### config.mk
export PLATFORM = sky130hd
export DESIGN_NAME = serial_sync_ctrl
export DESIGN_NICKNAME = d
export VERILOG_FILES = /design/src/rtl/serial_sync_ctrl_pkg.sv /design/src/rtl/serial_sync_ctrl_sync_shift_cmp.sv /design/src/rtl/serial_sync_ctrl.sv
export SDC_FILE = /design/constraint.sdc
export NUM_CORES = 1
export LEC_CHECK = 0
export BUFFER_PORTS_ARGS = -buffer_cell sky130_fd_sc_hd__buf_2
export CORE_MARGIN = 3
export CORE_UTILIZATION = 40
export DETAILED_ROUTE_END_ITERATION = 10
export GPL_TIMING_DRIVEN = 1
export MAX_ROUTING_LAYER = met4
export REMOVE_ABC_BUFFERS = 1
export SLEW_MARGIN = 15
export SYNTH_ARGS = -nofsm -noshare
export SYNTH_HDL_FRONTEND = slang
export SYNTH_SLANG_ARGS = --single-unit
### constraint.sdc
create_clock -name CLK -period 6.1 [get_ports CLK]
set_input_delay 0.61 -clock CLK [delete_from_list [all_inputs] [get_ports CLK]]
set_output_delay 0.61 -clock CLK [all_outputs]
set_load 0.05 [all_outputs]
### src/rtl/serial_sync_ctrl_pkg.sv
// serial_sync_ctrl_pkg
// Shared constants and types for the serial word-alignment controller:
// word width, counter widths, the default COMMA symbol and the FSM
// state encoding (HUNT=0, VERIFY=1, LOCKED=2).
// No ports.

package serial_sync_ctrl_pkg;

  localparam int WORD_W    = 8;
  localparam int CNT_W     = 4;
  localparam int BIT_CNT_W = 3;

  localparam logic [WORD_W-1:0] COMMA_DEFAULT = 8'hBC;

  typedef enum logic [1:0] {
    HUNT   = 2'd0,
    VERIFY = 2'd1,
    LOCKED = 2'd2
  } sync_state_e;

endpackage

### src/rtl/serial_sync_ctrl_sync_shift_cmp.sv
// sync_shift_cmp
// Serial-to-parallel front end: holds the 8-bit shift register, forms the
// candidate word w = {sh[6:0], din} for the current bit and compares it
// against COMMA. The shift register only advances on EN=1 edges.
// Ports:
//   clk        in   receive bit clock
//   rst        in   asynchronous active-high reset
//   en         in   bit-valid qualifier
//   din        in   serial bit, MSB first
//   w          out  candidate word including the current bit
//   w_is_comma out  w equals COMMA

module sync_shift_cmp
  import serial_sync_ctrl_pkg::*;
#(
  parameter logic [WORD_W-1:0] COMMA = COMMA_DEFAULT
) (
  input  logic              clk,
  input  logic              rst,
  input  logic              en,
  input  logic              din,
  output logic [WORD_W-1:0] w,
  output logic              w_is_comma
);

  logic [WORD_W-1:0] sh_q;
  logic [WORD_W-1:0] sh_d;

  // The word seen at this edge always includes the incoming bit, so every
  // decision in the controller is made on the freshest 8-bit window.
  always_comb begin
    w          = {sh_q[WORD_W-2:0], din};
    w_is_comma = (w == COMMA);
    sh_d       = en ? w : sh_q;
  end

  always_ff @(posedge clk or posedge rst) begin
    if (rst) begin
      sh_q <= '0;
    end else begin
      sh_q <= sh_d;
    end
  end

endmodule

### src/rtl/serial_sync_ctrl.sv
// serial_sync_ctrl
// Word-alignment and lock controller for the 1-bit serial receive path.
// Hunts for COMMA, verifies LOCK_COMMAS aligned commas, then strobes each
// aligned word downstream; LOSS_ERRS misaligned commas drop back to HUNT.
// Optional macro SYNC_STATS_EN adds LOSS_COUNT (saturating LOCKED->HUNT count).
// Ports:
//   CLK        in   receive bit clock
//   RESET      in   asynchronous active-high reset
//   DATA_IN    in   serial bit, MSB first
//   EN         in   bit-valid qualifier; EN=0 freezes all state
//   DATA_OUT   out  last aligned word
//   VALID_OUT  out  one-cycle strobe for a new aligned word
//   IS_COMMA   out  the strobed word equals COMMA
//   SYNC_LOCK  out  high while LOCKED
//   STATE      out  current state
//   LOSS_COUNT out  (SYNC_STATS_EN only) number of sync losses

module serial_sync_ctrl
  import serial_sync_ctrl_pkg::*;
#(
  parameter logic [WORD_W-1:0] COMMA       = COMMA_DEFAULT,
  parameter int                LOCK_COMMAS = 3,
  parameter int                LOSS_ERRS   = 4
) (
  input  logic              CLK,
  input  logic              RESET,
  input  logic              DATA_IN,
  input  logic              EN,
  output logic [WORD_W-1:0] DATA_OUT,
  output logic              VALID_OUT,
  output logic              IS_COMMA,
  output logic              SYNC_LOCK,
  output logic [1:0]        STATE
`ifdef SYNC_STATS_EN
  ,
  output logic [7:0]        LOSS_COUNT
`endif
);

  localparam logic [CNT_W-1:0] LOCK_CNT = CNT_W'(LOCK_COMMAS);
  localparam logic [CNT_W-1:0] LOSS_CNT = CNT_W'(LOSS_ERRS);

  logic [WORD_W-1:0] w;
  logic              w_is_comma;
  logic              boundary;

  sync_state_e          state_q, state_d;
  logic [BIT_CNT_W-1:0] bit_cnt_q, bit_cnt_d;
  logic [CNT_W-1:0]     comma_cnt_q, comma_cnt_d;
  logic [CNT_W-1:0]     err_cnt_q, err_cnt_d;
  logic [CNT_W-1:0]     comma_cnt_inc;
  logic [CNT_W-1:0]     err_cnt_inc;
  logic [WORD_W-1:0]    data_out_q, data_out_d;
  logic                 valid_q, valid_d;
  logic                 is_comma_q, is_comma_d;
`ifdef SYNC_STATS_EN
  logic [7:0]           loss_cnt_q, loss_cnt_d;
`endif

  sync_shift_cmp #(
    .COMMA(COMMA)
  ) u_shift_cmp (
    .clk       (CLK),
    .rst       (RESET),
    .en        (EN),
    .din       (DATA_IN),
    .w         (w),
    .w_is_comma(w_is_comma)
  );

  assign boundary      = EN && (bit_cnt_q == BIT_CNT_W'(7));
  assign comma_cnt_inc = comma_cnt_q + 1'b1;
  assign err_cnt_inc   = err_cnt_q + 1'b1;

  // State and counter registers.
  always_ff @(posedge CLK or posedge RESET) begin
    if (RESET) begin
      state_q     <= HUNT;
      bit_cnt_q   <= '0;
      comma_cnt_q <= '0;
      err_cnt_q   <= '0;
`ifdef SYNC_STATS_EN
      loss_cnt_q  <= '0;
`endif
    end else begin
      state_q     <= state_d;
      bit_cnt_q   <= bit_cnt_d;
      comma_cnt_q <= comma_cnt_d;
      err_cnt_q   <= err_cnt_d;
`ifdef SYNC_STATS_EN
      loss_cnt_q  <= loss_cnt_d;
`endif
    end
  end

  // Next-state logic. A hunt hit re-zeros bit_cnt so the following word's
  // last bit lands on bit_cnt==7. The misaligned comma that causes a loss
  // is consumed here and cannot double as a hunt hit, since HUNT only
  // looks at later windows.
  always_comb begin
    state_d     = state_q;
    bit_cnt_d   = bit_cnt_q;
    comma_cnt_d = comma_cnt_q;
    err_cnt_d   = err_cnt_q;
    if (EN) begin
      bit_cnt_d = bit_cnt_q + 1'b1;
      unique case (state_q)
        HUNT: begin
          if (w_is_comma) begin
            bit_cnt_d   = '0;
            comma_cnt_d = CNT_W'(1);
            if (LOCK_CNT == CNT_W'(1)) begin
              state_d   = LOCKED;
              err_cnt_d = '0;
            end else begin
              state_d = VERIFY;
            end
          end
        end
        VERIFY: begin
          if (boundary) begin
            if (w_is_comma) begin
              comma_cnt_d = comma_cnt_inc;
              if (comma_cnt_inc == LOCK_CNT) begin
                state_d   = LOCKED;
                err_cnt_d = '0;
              end
            end else begin
              state_d     = HUNT;
              comma_cnt_d = '0;
            end
          end
        end
        LOCKED: begin
          if (boundary) begin
            if (w_is_comma) begin
              err_cnt_d = '0;
            end
          end else if (w_is_comma) begin
            if (err_cnt_inc == LOSS_CNT) begin
              state_d     = HUNT;
              err_cnt_d   = '0;
              comma_cnt_d = '0;
            end else begin
              err_cnt_d = err_cnt_inc;
            end
          end
        end
        default: begin
          state_d = HUNT;
        end
      endcase
    end
  end

`ifdef SYNC_STATS_EN
  // Count each LOCKED->HUNT transition, saturating at 8'hFF.
  always_comb begin
    loss_cnt_d = loss_cnt_q;
    if ((state_q == LOCKED) && (state_d == HUNT) && (loss_cnt_q != 8'hFF)) begin
      loss_cnt_d = loss_cnt_q + 8'd1;
    end
  end

  assign LOSS_COUNT = loss_cnt_q;
`endif

  // Output logic: words are only strobed at boundaries while LOCKED;
  // DATA_OUT and IS_COMMA hold between strobes.
  always_comb begin
    data_out_d = data_out_q;
    valid_d    = 1'b0;
    is_comma_d = is_comma_q;
    if (boundary && (state_q == LOCKED)) begin
      data_out_d = w;
      valid_d    = 1'b1;
      is_comma_d = w_is_comma;
    end
  end

  always_ff @(posedge CLK or posedge RESET) begin
    if (RESET) begin
      data_out_q <= '0;
      valid_q    <= 1'b0;
      is_comma_q <= 1'b0;
    end else begin
      data_out_q <= data_out_d;
      valid_q    <= valid_d;
      is_comma_q <= is_comma_d;
    end
  end

  assign DATA_OUT  = data_out_q;
  assign VALID_OUT = valid_q;
  assign IS_COMMA  = is_comma_q;
  assign SYNC_LOCK = (state_q == LOCKED);
  assign STATE     = state_q;

endmodule
# After elaboration in Yosys (flattened, before gate mapping)
# Cells that the tools add are included.
[word_totals] input_bits=4 output_inout_bits=13 regBits=30 elab_cells=59
[classes] n_eq_ne=14 addsub=3 n_mux=26 reduce_logical=8
[op_table] op="two-way mux 4 bit" n=13
[op_table] op="two-way mux 2 bit" n=7
[op_table] op="AND reduction 7 bit" n=2
[op_table] op="case mux 4 bit (3 select lines)" n=1
[op_table] op="inequality test 2 bit (second input constant)" n=5
[op_table] op="adder 4 x 1 -> 4 bit (second input constant)" n=2
[op_table] op="equality test 8 bit (second input constant)" n=1
[op_table] op="case mux 4 bit (2 select lines)" n=1
[op_table] op="two-way mux 3 bit" n=2
[op_table] op="case mux 2 bit (3 select lines)" n=1
[op_table] op="AND reduction 6 bit" n=1
[op_table] op="equality test 4 x 2 -> 1 bit (second input constant)" n=1
[op_table] op="equality test 4 x 3 -> 1 bit (second input constant)" n=1
[op_table] op="inequality test 2 x 1 -> 1 bit (second input constant)" n=2
[op_table] op="adder 3 x 1 -> 3 bit (second input constant)" n=1
[op_table] op="equality test 3 bit (second input constant)" n=1
[op_table] op="inequality test 3 bit (second input constant)" n=1
[op_table] op="nonzero test 3 bit" n=1
[op_table] op="equality test 2 x 1 -> 1 bit (second input constant)" n=1
[op_table] op="equality test 2 bit (second input constant)" n=1
[op_table] op="logical AND 1 bit" n=2
[op_table] op="logical NOT 2 bit" n=1
[op_table] op="nonzero test 2 bit" n=1
[op_table] op="two-way mux 1 bit" n=1

# Depth between registers and ports, before layout
# Gate-level depths: netlist of the first run.
[logic_depth] ltp_word=6 mapped_depth=8 depth_no_buf=8

# Hierarchy
# A second synthesis of the first run with hierarchy kept.
[unflattened] cells_unflattened=138 area_unflattened_um2=1587.8
[by_module_without_submodules] mod="serial_sync_ctrl" seq_area_each_um2=575.6 cells_each=118 instances=1 area_each_um2=1261.2
[by_module_without_submodules] mod="sync_shift_cmp" seq_area_each_um2=175.2 cells_each=20 instances=1 area_each_um2=326.6

# Worst setup path after synthesis of the first run
# OpenSTA, ideal clock, no wires.
[synth_path] kind="register to register" startpoint="reg state_q[1], in the netlist STATE[1]" endpoint="reg err_cnt_q[0]" setup_ps=128 required_time_ps=5972 period_less_slack_ps=2381 arrival_ps=2253 n_path_buf=1 path_slack_ps=3719 stages_incl_launch_ff=7 cell_sequence="dfrtp_1 ha_1 clkbuf_1 a21oi_1 a31oi_1 or2_1 mux2_1"
[synth_via] elab_chain_cells=3 elab_cells_between_ends=9
[synth_rtl] item="start, declared" line_no="serial_sync_ctrl.sv:47" source="sync_state_e state_q, state_d;"
[synth_rtl] item="start signal, assigned" line_no="serial_sync_ctrl.sv:86" source="state_q <= state_d;"
[synth_rtl] item="equality test 2 bit *"
[synth_rtl] item="net SYNC_LOCK" line_no="serial_sync_ctrl.sv:32" source="output logic SYNC_LOCK,"
[synth_rtl] item="inequality test 2 x 1 -> 1 bit (no source line) or nonzero test 2 bit (tied branches)"
[synth_rtl] item="AND reduction 6 bit (no source line)"
[synth_rtl] item="end signal, assigned" line_no="serial_sync_ctrl.sv:89" source="err_cnt_q <= err_cnt_d;"
[synth_rtl] item="end, declared" line_no="serial_sync_ctrl.sv:50" source="logic [CNT_W-1:0] err_cnt_q, err_cnt_d;"
# Mark *: on every way through the listed nets, which the timed path passes. The rest lies on a longest branch.
# A chain may end at the register's enable or synchronous reset.

# Worst setup path in the final report of the first run
[layout_path] startpoint="reg err_cnt_q[0]" endpoint="reg comma_cnt_q[2]"
[layout_via] elab_chain_cells=4
[layout_rtl] item="adder 4 x 1 -> 4 bit" line_no="serial_sync_ctrl.sv:73" source="assign err_cnt_inc = err_cnt_q + 1'b1;"
[layout_rtl] item="equality test 4 x 3 -> 1 bit" line_no="serial_sync_ctrl.sv:140" source="if (err_cnt_inc == LOSS_CNT) begin"
[layout_rtl] item="inequality test 2 x 1 -> 1 bit (no source line)"
[layout_rtl] item="AND reduction 7 bit (no source line)"
[layout_rtl] item="end signal, assigned" line_no="serial_sync_ctrl.sv:88" source="comma_cnt_q <= comma_cnt_d;"
[layout_rtl] item="end, declared" line_no="serial_sync_ctrl.sv:49" source="logic [CNT_W-1:0] comma_cnt_q, comma_cnt_d;"
# No other way between the ends.

==> impl_results.md, run 1 <==
- Outcome: complete, no violations
- Final Max Tran Viols: 0
- RR Startpoint: err_cnt_q[0]
- CTS max path bufs: 2
- Clock network power share: 29.3%
- WP data arrival: about 2.5 ns
- Synthesis-stage register bit count: 30
- FF+latch area: ~750 sq um
- Root buf cell: clkbuf_8
- Flop2flop setup slack: ~3.8 ns
- Antenna Violating Nets Remaining: 0
- Vias/cell: about 5.5
- Vias in the first global route: about 1100
- # clock sinks: 30
- Crit path from: err_cnt_q[0]
- # diodes: 0
- Synthesized area: approximately 1600 sq um
- H-tree depth: 2
- Post-synth top flop: dfrtp_1
- Total die area: 4670 sq um
- Core area: 3720 sq um
- Top post-synthesis cells by count: dfrtp_1 (30), mux2_2 (16), nand2_1 (11)
- Ports: 17
- CP endpoint kind: register
- Setup crit start kind: register
- Tightest Pin Transition: 0.697 ns
- DIE WIDTH: about 68 um
- FFs w/ async S/R, synth: 100%
- MaxCap Viol Count: 0
- DRC Markers: 0
- Final hold vios: 0
- Gr usage total: between 10% and 20%
- Initial antenna violation count: 0
- Internal power: between 0.3 and 0.4 mW
- Worst-Skew Late Latency: 0.28 ns
- Gate power share: around 25%
- Slew headroom: roughly 53%
- Final wirelength: roughly 2900 um
- Cts bufs inserted: 5
- VDD IR max: around 0.19 mV
- Sequential area share after synthesis: 48.3%
- Area after DPL: 1680 sq um
- Synth area leader: dfrtp_1
- Most frequent cell after synthesis: dfrtp_1
- Layout Cell Area excl Fill: around 1800 sq um
- Synth warn: 0
- Switching Share: roughly a third
- GP Congestion: roughly 0.74
- Clk_skew: 0.00216 ns
- P per Cell Area: ~310 nW/um^2
- Flop pwr share: about 46%
- NumNets Final: 170
- Net switching power: between 0.15 and 0.2 mW
- EDFF count, synth: 0
- # port buffers: 16
- Post-CTS Setup Inserts: 0
- Top cells by area, synth: dfrtp_1 (48%), mux2_2 (12%), ha_1 (7.2%), nand2_1 (2.7%), nand3_1 (2.3%)
- Area Growth Syn to Fin: 14.2%
- Post-detail-place hpwl: 2180 um
- Reg2reg end: comma_cnt_q[2]
- Routed length per placed instance: 13.9 um
- Leak pwr: between 0.8 and 0.9 nW
- Critical path peak fanout: 7
- Initial DRC count: 40
- Multi-input gate area: roughly 760 sq um
- Yosys top cell area share: approximately 48%
- Detailed-route via count: about 1100
- Fmax: ~430 MHz
- Total negative setup slack: 0 ns
- Largest net degree at the start of global routing: 31
- Endpoints failing setup: 0
- Router iterations before antenna repair: 4
- Req. time, crit path: roughly 6.3 ns
- Fillcell total: about 360
- Post-Synthesis Cells: approximately 140
- Final Util: 47.8%
- Crit path to: comma_cnt_q[2]
- Die height: 68.4 um
- Clock slew at reported path FFs: ~0.06 ns
- Layout cells sized above 1: ~29%
- Congestion Overflow GR: 0
- Crit path time final: about 2.3 ns
- Initial Util: 41.9%
- Global-route wire length before repair: roughly 5000 um
- Post-synthesis average cell area: between 10 and 15 sq um
- HP Class: in2async
- # rows: 22
- Worst setup path category: reg2reg
- Final period util: about two fifths
- Hold buffer count at cts: 0
- Worst-case reg-to-reg path depth: 7
- RSZ-0062 raised after global routing: no
- Hold WS: 0.399 ns
- Cts repair resizes: 0
- CTS tree: built
- Cell variety after synth: 38
-- per-stage QoR --
step / cells / worst slack [ns] / total power [mW]
after CTS: 206 / 3.75 / 0.564
after global placement: 198 / 3.79 / 0.389
after floorplan: 134 / 3.82 / 0.362
after global routing: 206 / 3.58 / 0.590
after detailed placement: 198 / 3.74 / 0.398
final: 206 / 3.75 / 0.554
-- how the worst min path moves through the flow --
stage / start / endpoint / slack [ns]
4_1_cts: IS_COMMA / IS_COMMA / 0.49
3_3_place_gp: IS_COMMA / IS_COMMA / 0.48
2_1_floorplan: bit_cnt_q[1] / bit_cnt_q[1] / 0.50
3_5_place_dp: IS_COMMA / IS_COMMA / 0.47
6_report: RESET / DATA_OUT[5] / 0.40
5_1_grt: RESET / IS_COMMA / 0.44
-- per-layer routing --
metal | vias up | part of all wire (%) | track usage (%)
li1 | 542 | - | -
met1 | 559 | 44 | 17.6
met2 | 22 | 50 | 24.3
met3 | 7 | 4.3 | 4.93
met4 | 0 | 2.1 | 6.70
met5 | - | 0 | -
-- registers in the layout, summed over array words and instances (netlist names) --
signal            cells
comma_cnt_q           4
IS_COMMA              1
u_shift_cmp.sh_q      7
err_cnt_q             4
VALID_OUT             1
bit_cnt_q             3
DATA_OUT              8
STATE                 2
-- critical path, cell delays in order, from the launching register on --
cell      delay (ns)
dfrtp_1         0.44
ha_1            0.28
nand3b_1        0.17
o31ai_1         0.47
nand2_2         0.14
a21oi_4         0.26
o21ai_2         0.12
a221o_1         0.35
-- power groups by stage --
stage	clock (mW)	combinational, mW	sequential (mW)
after floorplan	0	0.0977	0.264
after global placement	0	0.131	0.258
after CTS	0.170	0.140	0.255
after global routing	0.176	0.154	0.260
after detailed placement	0	0.139	0.259
final	0.163	0.137	0.254
-- area by class of cell --
| cell class | count | share of cell area, % |
|---|---|---|
| Multi-Input combinational cell | 96 | 43.0 |
| Sequential cell | 30 | 42.3 |
| Clock buffer | 7 | 4.86 |
| Timing Repair Buffer | 16 | 4.51 |
| Tap cell | 48 | 3.38 |
| Inverter | 8 | 1.69 |
| Clock inverter | 1 | 0.282 |
-- kinds of logic (layout without fill, tap and decap cells) --
| logic type | Yosys count | after routing | share of synthesized area [%] |
|---|---|---|---|
| and+or+nand+nor | 39 | 39 | 15.1 |
| DFF | 30 | 30 | 48.3 |
| AOI/OAI and AO/OA | 29 | 29 | 13.0 |
| muxes | 19 | 19 | 13.7 |
| buffers and inverters | 11 | 32 | 2.65 |
| adders and majority gates | 9 | 9 | 7.24 |
-- placed cells by master (no fill, tap or decap), types with 3 or more instances in the layout --
master,instances
nor2_1,4
nor3b_1,3
o21ai_0,4
a21oi_1,5
mux2_2,16
nor3_1,3
buf_2,16
nand3_1,7
o31ai_1,3
clkbuf_8,6
nand2_1,11
dfrtp_1,30
inv_1,7
ha_1,9
o21ai_1,3
(Power assumes the default switching activity.)
==> run 2, diff against run 1 <==
Settings changed: ABC_AREA set to 1.
Clock period 6.1 ns to 2.25 ns, I/O delays scaled along.
==> run 2 against run 1 <==
  * The run now ends with negative hold slack left
  * Final cell count increased by 32%
  * Die area increased by 3.7%
  * Total power increased to 2.6 times the previous value
  * Sequential share of layout area decreased by 1.6 points
  * Worst hold slack got worse by 0.40 ns
  * Non-clock buffer count increased by 2
  * Routed wire length increased by 4.8%
  * Highest routed layer unchanged
  * Clock skew increased by 0.0067 ns
  * Count of clock-buffer cells in the layout decreased by 1
==> impl_results.md, run 2 <==
- RSZ-0062 raised after global routing: no
- Synth area leader: dfrtp_1
- Commonest non-fill, non-tap cell in the layout: nand2_1
- NumNets Final: about 240
- Failing checks: negative hold slack
- Slowest cell on crit path: dfrtp_1
- Routed length per placed instance: ~11 um
- Post-synth top flop: dfrtp_1
- Endpoints failing setup: 0
- Final wirelength: between 3000 and 4000 um
- Total die area: a little under 5000 sq um
- Congestion Overflow GR: 0
- Post-CTS Setup Inserts: 0
- Top cells by area, synth: dfrtp_1 (46%), nand2_1 (14%), ha_1 (7.0%), inv_1 (6.7%), o21ai_1 (3.7%)
- # rows: 22
- Max reg flops: 8
- Layout cells sized above 1: 17.9%
- Cts bufs inserted: 5
- Final period util: between 70% and 80%
- Global-route wire length before repair: roughly 5400 um
- Initial DRC count: 34
- Worst-case reg-to-reg path depth: 10
- Cell mode on critical path: nand2_1
- FF+latch area: roughly 750 sq um
- Clock slew at reported path FFs: about 0.060 ns
- Most frequent cell after synthesis: nand2_1
- Synth warn: 0
- H-tree depth: 2
- Worst setup path category: reg2reg
- HP Class: in2async
- DRC Markers: 0
- Post-detail-place hpwl: roughly 2200 um
- Root buf cell: clkbuf_8
- Final hold vios: 2
- Final Power: around 1.4 mW
- Core area: 3770 sq um
- Hold WS: -0.00133 ns
- Hold buffer count at cts: 0
- Req. time, crit path: 2.42 ns
- Initial antenna violation count: 0
- FFs w/ async S/R, synth: 100%
- CP endpoint kind: register
- Crit-path max cell delay: between 0.3 and 0.4 ns
- Die height: between 60 and 70 um
- Synthesized area: 1620 sq um
- Final Max Tran Viols: 0
- Total negative setup slack: 0 ns
- Largest net degree at the start of global routing: 31
- Slew headroom: between 70 and 80%
- Router iterations before antenna repair: 4
- Fmax: approximately 600 MHz
- CTS tree: built
- Tightest Pin Transition: roughly 0.37 ns
- Antenna Violating Nets Remaining: 0
- Crit path time final: 1.65 ns
- # clock sinks: 30
- CTS max path bufs: 2
- Sequential area share after synthesis: roughly 46%
- DIE WIDTH: slightly below 70 um
- EDFF count, synth: 0
- Critical path cell sequence: ha_1, ha_1, nand2_1, inv_1, nand2_1, nand3_2, a21oi_4, nand3_2, nand2_1, nand2_1
- GP Congestion: between 0.8 and 0.9
- Synthesis-stage register bit count: 30
- Initial Util: between 40% and 50%
- Yosys top cell area share: between 40% and 50%
- Top post-synthesis cells by count: nand2_1 (61), dfrtp_1 (30), inv_1 (29)
- Outcome: complete, but fails checks
- Ports: 17
- Gr usage total: about 14%
- Vias/cell: 4.80
- Vias in the first global route: 1199
- # diodes: 0
- Most frequent cells in the layout: nand2_1 (61), dfrtp_1 (30), inv_1 (29)
- # port buffers: 16
- P per Cell Area: 779 nW/um^2
- Setup crit start kind: register
- WP data arrival: between 1.5 and 2 ns
- Post-Synthesis Cells: 201
- Worst-Skew Late Latency: around 0.29 ns
- Multi-input gate area: about 730 sq um
- Post-synthesis average cell area: 8.05 sq um
- Cell variety after synth: 21
- Clk_skew: 0.00891 ns
- MaxCap Viol Count: 0
- Leak pwr: around 0.94 nW
- Area Growth Syn to Fin: 14.0%
- Cts repair resizes: 0
- Setup ws final: around 0.6 ns
- Critical path peak fanout: 5
- Fillcell total: about 350
- Place WS: 0.631 ns
- Detailed-route via count: 1301
- VDD IR max: about 0.36 mV
## run 2: cell count changes after synthesis, sizes merged, moves of 8 or more
cell | before | now
nor2 | 4 | 12
nand2 | 12 | 64
nand4 | 0 | 9
o21ai | 8 | 23
inv | 8 | 31
mux2 | 18 | 0
## run 2: worst max-delay path: cells and delay by family (launching register included)
family,cells,cell delay [ns]
flip-flops,1,0.38
AO/OA/AOI/OAI,1,0.20
adder cells (fa/ha/maj),2,0.37
buffers and inverters,1,0.06
AND/OR/NAND/NOR,6,0.54
## run 2: cells by family (layout without fill, tap and decap cells)
kind of cell / count (synthesis) / count (layout) / synth area share [%]
AOI/OAI and AO/OA: 27 / 27 / 10.2
adders and majority gates: 9 / 9 / 6.96
buffers and inverters: 35 / 57 / 8.66
DFF: 30 / 30 / 46.4
and+or+nand+nor: 100 / 100 / 27.8
## run 2: final timing paths
path                            slack [ns]             endpoint    startpoint
max in group asynchronous             1.98       comma_cnt_q[1]         RESET
worst max register to register        0.60       comma_cnt_q[3]  bit_cnt_q[0]
worst min register to register        0.49          DATA_OUT[3]   DATA_OUT[3]
worst min-delay path                -0.001            VALID_OUT         RESET
worst max-delay path                  0.60       comma_cnt_q[3]  bit_cnt_q[0]
min in group CLK                      0.19  u_shift_cmp.sh_q[0]       DATA_IN
## run 2: per-stage QoR
step / hold WS [ns] / area [sq um] / cells / util, %
after floorplan: 0.316 / 1590 / 197 / -
after global placement: 0.317 / 1750 / 263 / 46.4
after detailed placement: 0.322 / 1750 / 263 / 46.4
after CTS: 0.0147 / 1840 / 271 / 48.9
after global routing: 0.0444 / 1840 / 271 / 48.9
final: -0.00133 / 1840 / 271 / 48.9
## run 2: metal layers
metal / up-vias / routed length [um] / share of wire [%] / global-route usage [%]
met5: - / 0 / 0 / -
met4: 0 / 56 / 1.9 / 5.86
met3: 8 / 111 / 3.7 / 4.93
met2: 16 / 1260 / 42 / 20.4
met1: 589 / 1580 / 53 / 18.6
li1: 688 / - / - / -
## run 2: cell type report
type                       instances  share of cell area (%)
inverter                          31                    6.31
clock buffer                       6                    4.48
multi-input combinational        136                    39.4
sequential                        30                    40.7
tap                               48                    3.26
timing repair buffer              18                    5.16
clock inverter                     2                   0.678
## run 2: power by group
part | switching (mW) | total, mW | internal [mW] | leakage (nW)
sequential | 0.0453 | 0.638 | 0.592 | 0.402
combinational | 0.238 | 0.354 | 0.115 | 0.492
clock | 0.201 | 0.446 | 0.245 | 0.0472
==> run 3, diff against run 2 <==
Clock period 2.25 ns to 1.4 ns, I/O delays scaled along.
==> run 3 against run 2 <==
  * Maximum frequency is 4.4% higher
  * Total power is 110% higher
  * Critical path type unchanged
  * Count of clock-buffer cells in the layout stayed put
  * Combinational power grew to 2.5 times the previous value
  * Largest power group is now the clock network
  * Largest cell class is now multi-input gates
  * Clock power is 150% higher
  * Global-route usage is 1.2 points higher
  * Flip-flop and latch count stayed put
  * First-iteration DRC count is 91% higher
  * Routed wire length is 11% higher
  * Worst hold slack better by 0.11 ns
  * The run ends with negative setup slack left
  * Sequential power is 60% higher
  * Sequential share of layout area is 6.8 points lower
==> impl_results.md, run 3 (synthesis gave the netlist of run 2 again) <==
- Failing checks: negative setup slack
- Slew headroom: approximately 74%
- H-tree depth: 2
- Antenna Violating Nets Remaining: 0
- Worst-case reg-to-reg path depth: 10
- # clock sinks: 30
- Total die area: slightly below 5000 sq um
- Cts bufs inserted: 5
- RSZ-0062 raised after global routing: yes
- Req. time, crit path: roughly 1.6 ns
- Die height: 69.6 um
- Crit path time final: approximately 1.6 ns
- Router iterations before antenna repair: 4
- # diodes: 0
- Post-detail-place hpwl: ~2400 um
- Flop2flop setup slack: -0.18 ns
- Routed length per placed instance: 11.1 um
- # rows: 22
- Slowest cell on crit path: dfrtp_1
- Endpoints failing setup: 10
- DRC Markers: 0
- Non-Filler Instances: roughly 300
- Total negative setup slack: -1.44 ns
- Critical path peak fanout: 4
- Vias in the first global route: roughly 1300
- Crit-path max cell delay: around 0.37 ns
- Fillcell total: 330
- Initial DRC count: between 60 and 70
- CTS max path bufs: 2
- Cell mode on critical path: nand2_4
- RR Startpoint: bit_cnt_q[1]
- Setup crit start kind: register
- Global-route wire length before repair: between 5000 and 6000 um
- Core area: 3770 sq um
- NumNets Final: between 200 and 300
- Inst Count DP: roughly 290
- Crit path to: comma_cnt_q[2]
- Reg2reg end: comma_cnt_q[2]
- Clock slew at reported path FFs: approximately 0.07 ns
- MaxCap Viol Count: 0
- Ports: 17
- Initial Util: 42.9%
- Crit path depth: 10
- Fmax: 631 MHz
- Initial antenna violation count: 0
- Crit path from: bit_cnt_q[1]
- Final Max Tran Viols: 0
- CTS tree: built
- Final hold vios: 0
- Most frequent cells in the layout: nand2_1 (55), dfrtp_1 (30), buf_4 (30)
- Leak pwr: 1.14 nW
- Place WS: -0.208 ns
- VDD IR max: ~0.91 mV
- # port buffers: 16
- Congestion Overflow GR: 0
- Vias/cell: ~4.7
- Gr usage total: 15.5%
- Clk_skew: 0.00619 ns
- Worst-Skew Late Latency: between 0.2 and 0.3 ns
- Final Util: between 50 and 60%
- Hold WS: around 0.11 ns
- HP Class: in2reg
- Final period util: 113%
- Worst setup path category: reg2reg
- Root buf cell: clkbuf_8
- Detailed-route via count: approximately 1400
- WP data arrival: roughly 1.8 ns
- P per Cell Area: roughly 1400 nW/um^2
- Final wirelength: between 3000 and 4000 um
- Tightest Pin Transition: a little under 0.4 ns
- Buf+Inv Stages, Crit Path: 2
- Max reg flops: 8
- GP Congestion: around 0.84
- Commonest non-fill, non-tap cell in the layout: nand2_1
- Area Growth Syn to Fin: 37.0%
- Cell family with the largest share of critical-path delay: flip-flops
- Outcome: complete, but fails checks
- Layout cells sized above 1: between 30% and 40%
- DIE WIDTH: around 70 um
- Largest net degree at the start of global routing: 31
- CP endpoint kind: register
- Setup ws final: -0.185 ns
- Critical path cell sequence: ha_2, ha_4, nand2_4, buf_6, nand2_4, nand3_4, a21oi_4, buf_4, nand4_1, nand2_1
run 3: area by class of cell:
class | instances | area, sq um | area share [%]
clock inverters | 2 | 60.1 | 2.71
well taps | 48 | 60.1 | 2.71
clock buffers | 6 | 82.6 | 3.73
repair buffers | 48 | 337 | 15.2
multi-input cells | 136 | 807 | 36.4
inverters | 31 | 119 | 5.36
flip-flops and latches | 30 | 751 | 33.9
run 3: metrics by stage:
| step | total power [mW] | area (sq um) |
|---|---|---|
| 2_1_floorplan | 1.49 | 1590 |
| 3_3_place_gp | 1.78 | 1940 |
| 3_5_place_dp | 1.78 | 1940 |
| 4_1_cts | 2.96 | 2170 |
| 5_1_grt | 3.20 | 2220 |
| 6_report | 3.01 | 2220 |
run 3: worst min path at each step:
stage               startpoint             endpoint  slack, ns  cells past startpoint
finish                 DATA_IN  u_shift_cmp.sh_q[0]       0.11                      3
floorplan                RESET          DATA_OUT[0]       0.23                      1
detailed placement       RESET            VALID_OUT       0.24                      3
global route           DATA_IN  u_shift_cmp.sh_q[0]       0.13                      3
global placement         RESET            VALID_OUT       0.24                      3
CTS                    DATA_IN  u_shift_cmp.sh_q[0]       0.10                      3
run 3: timing repair:
item,4_1_cts,5_1_grt
cloned,0,0
setup buffers,2,2
resized for setup,14,12
endpoints found under the hold margin,30,0
setup endpoints to repair,20,23
pin swaps,9,2
hold buffers,1,0
run 3: metal layers:
metal	part of all wire, %	global-route usage, %
met1	48	19.2
met2	46	23.9
met3	4.4	4.49
met4	1.8	6.07
met5	0	-
run 3: report_power, final:
| group | leakage, nW | internal [mW] | switching (mW) |
|---|---|---|---|
| Sequential | 0.402 | 0.952 | 0.0723 |
| Combinational | 0.664 | 0.392 | 0.500 |
| Clock | 0.0714 | 0.759 | 0.340 |
run 3: worst register-to-register path: stages, from the launching register on:
cell,delay [ns]
dfrtp_1,0.37
ha_2,0.20
ha_4,0.14
nand2_4,0.06
buf_6,0.12
nand2_4,0.06
nand3_4,0.08
a21oi_4,0.19
buf_4,0.15
nand4_1,0.09
nand2_1,0.07
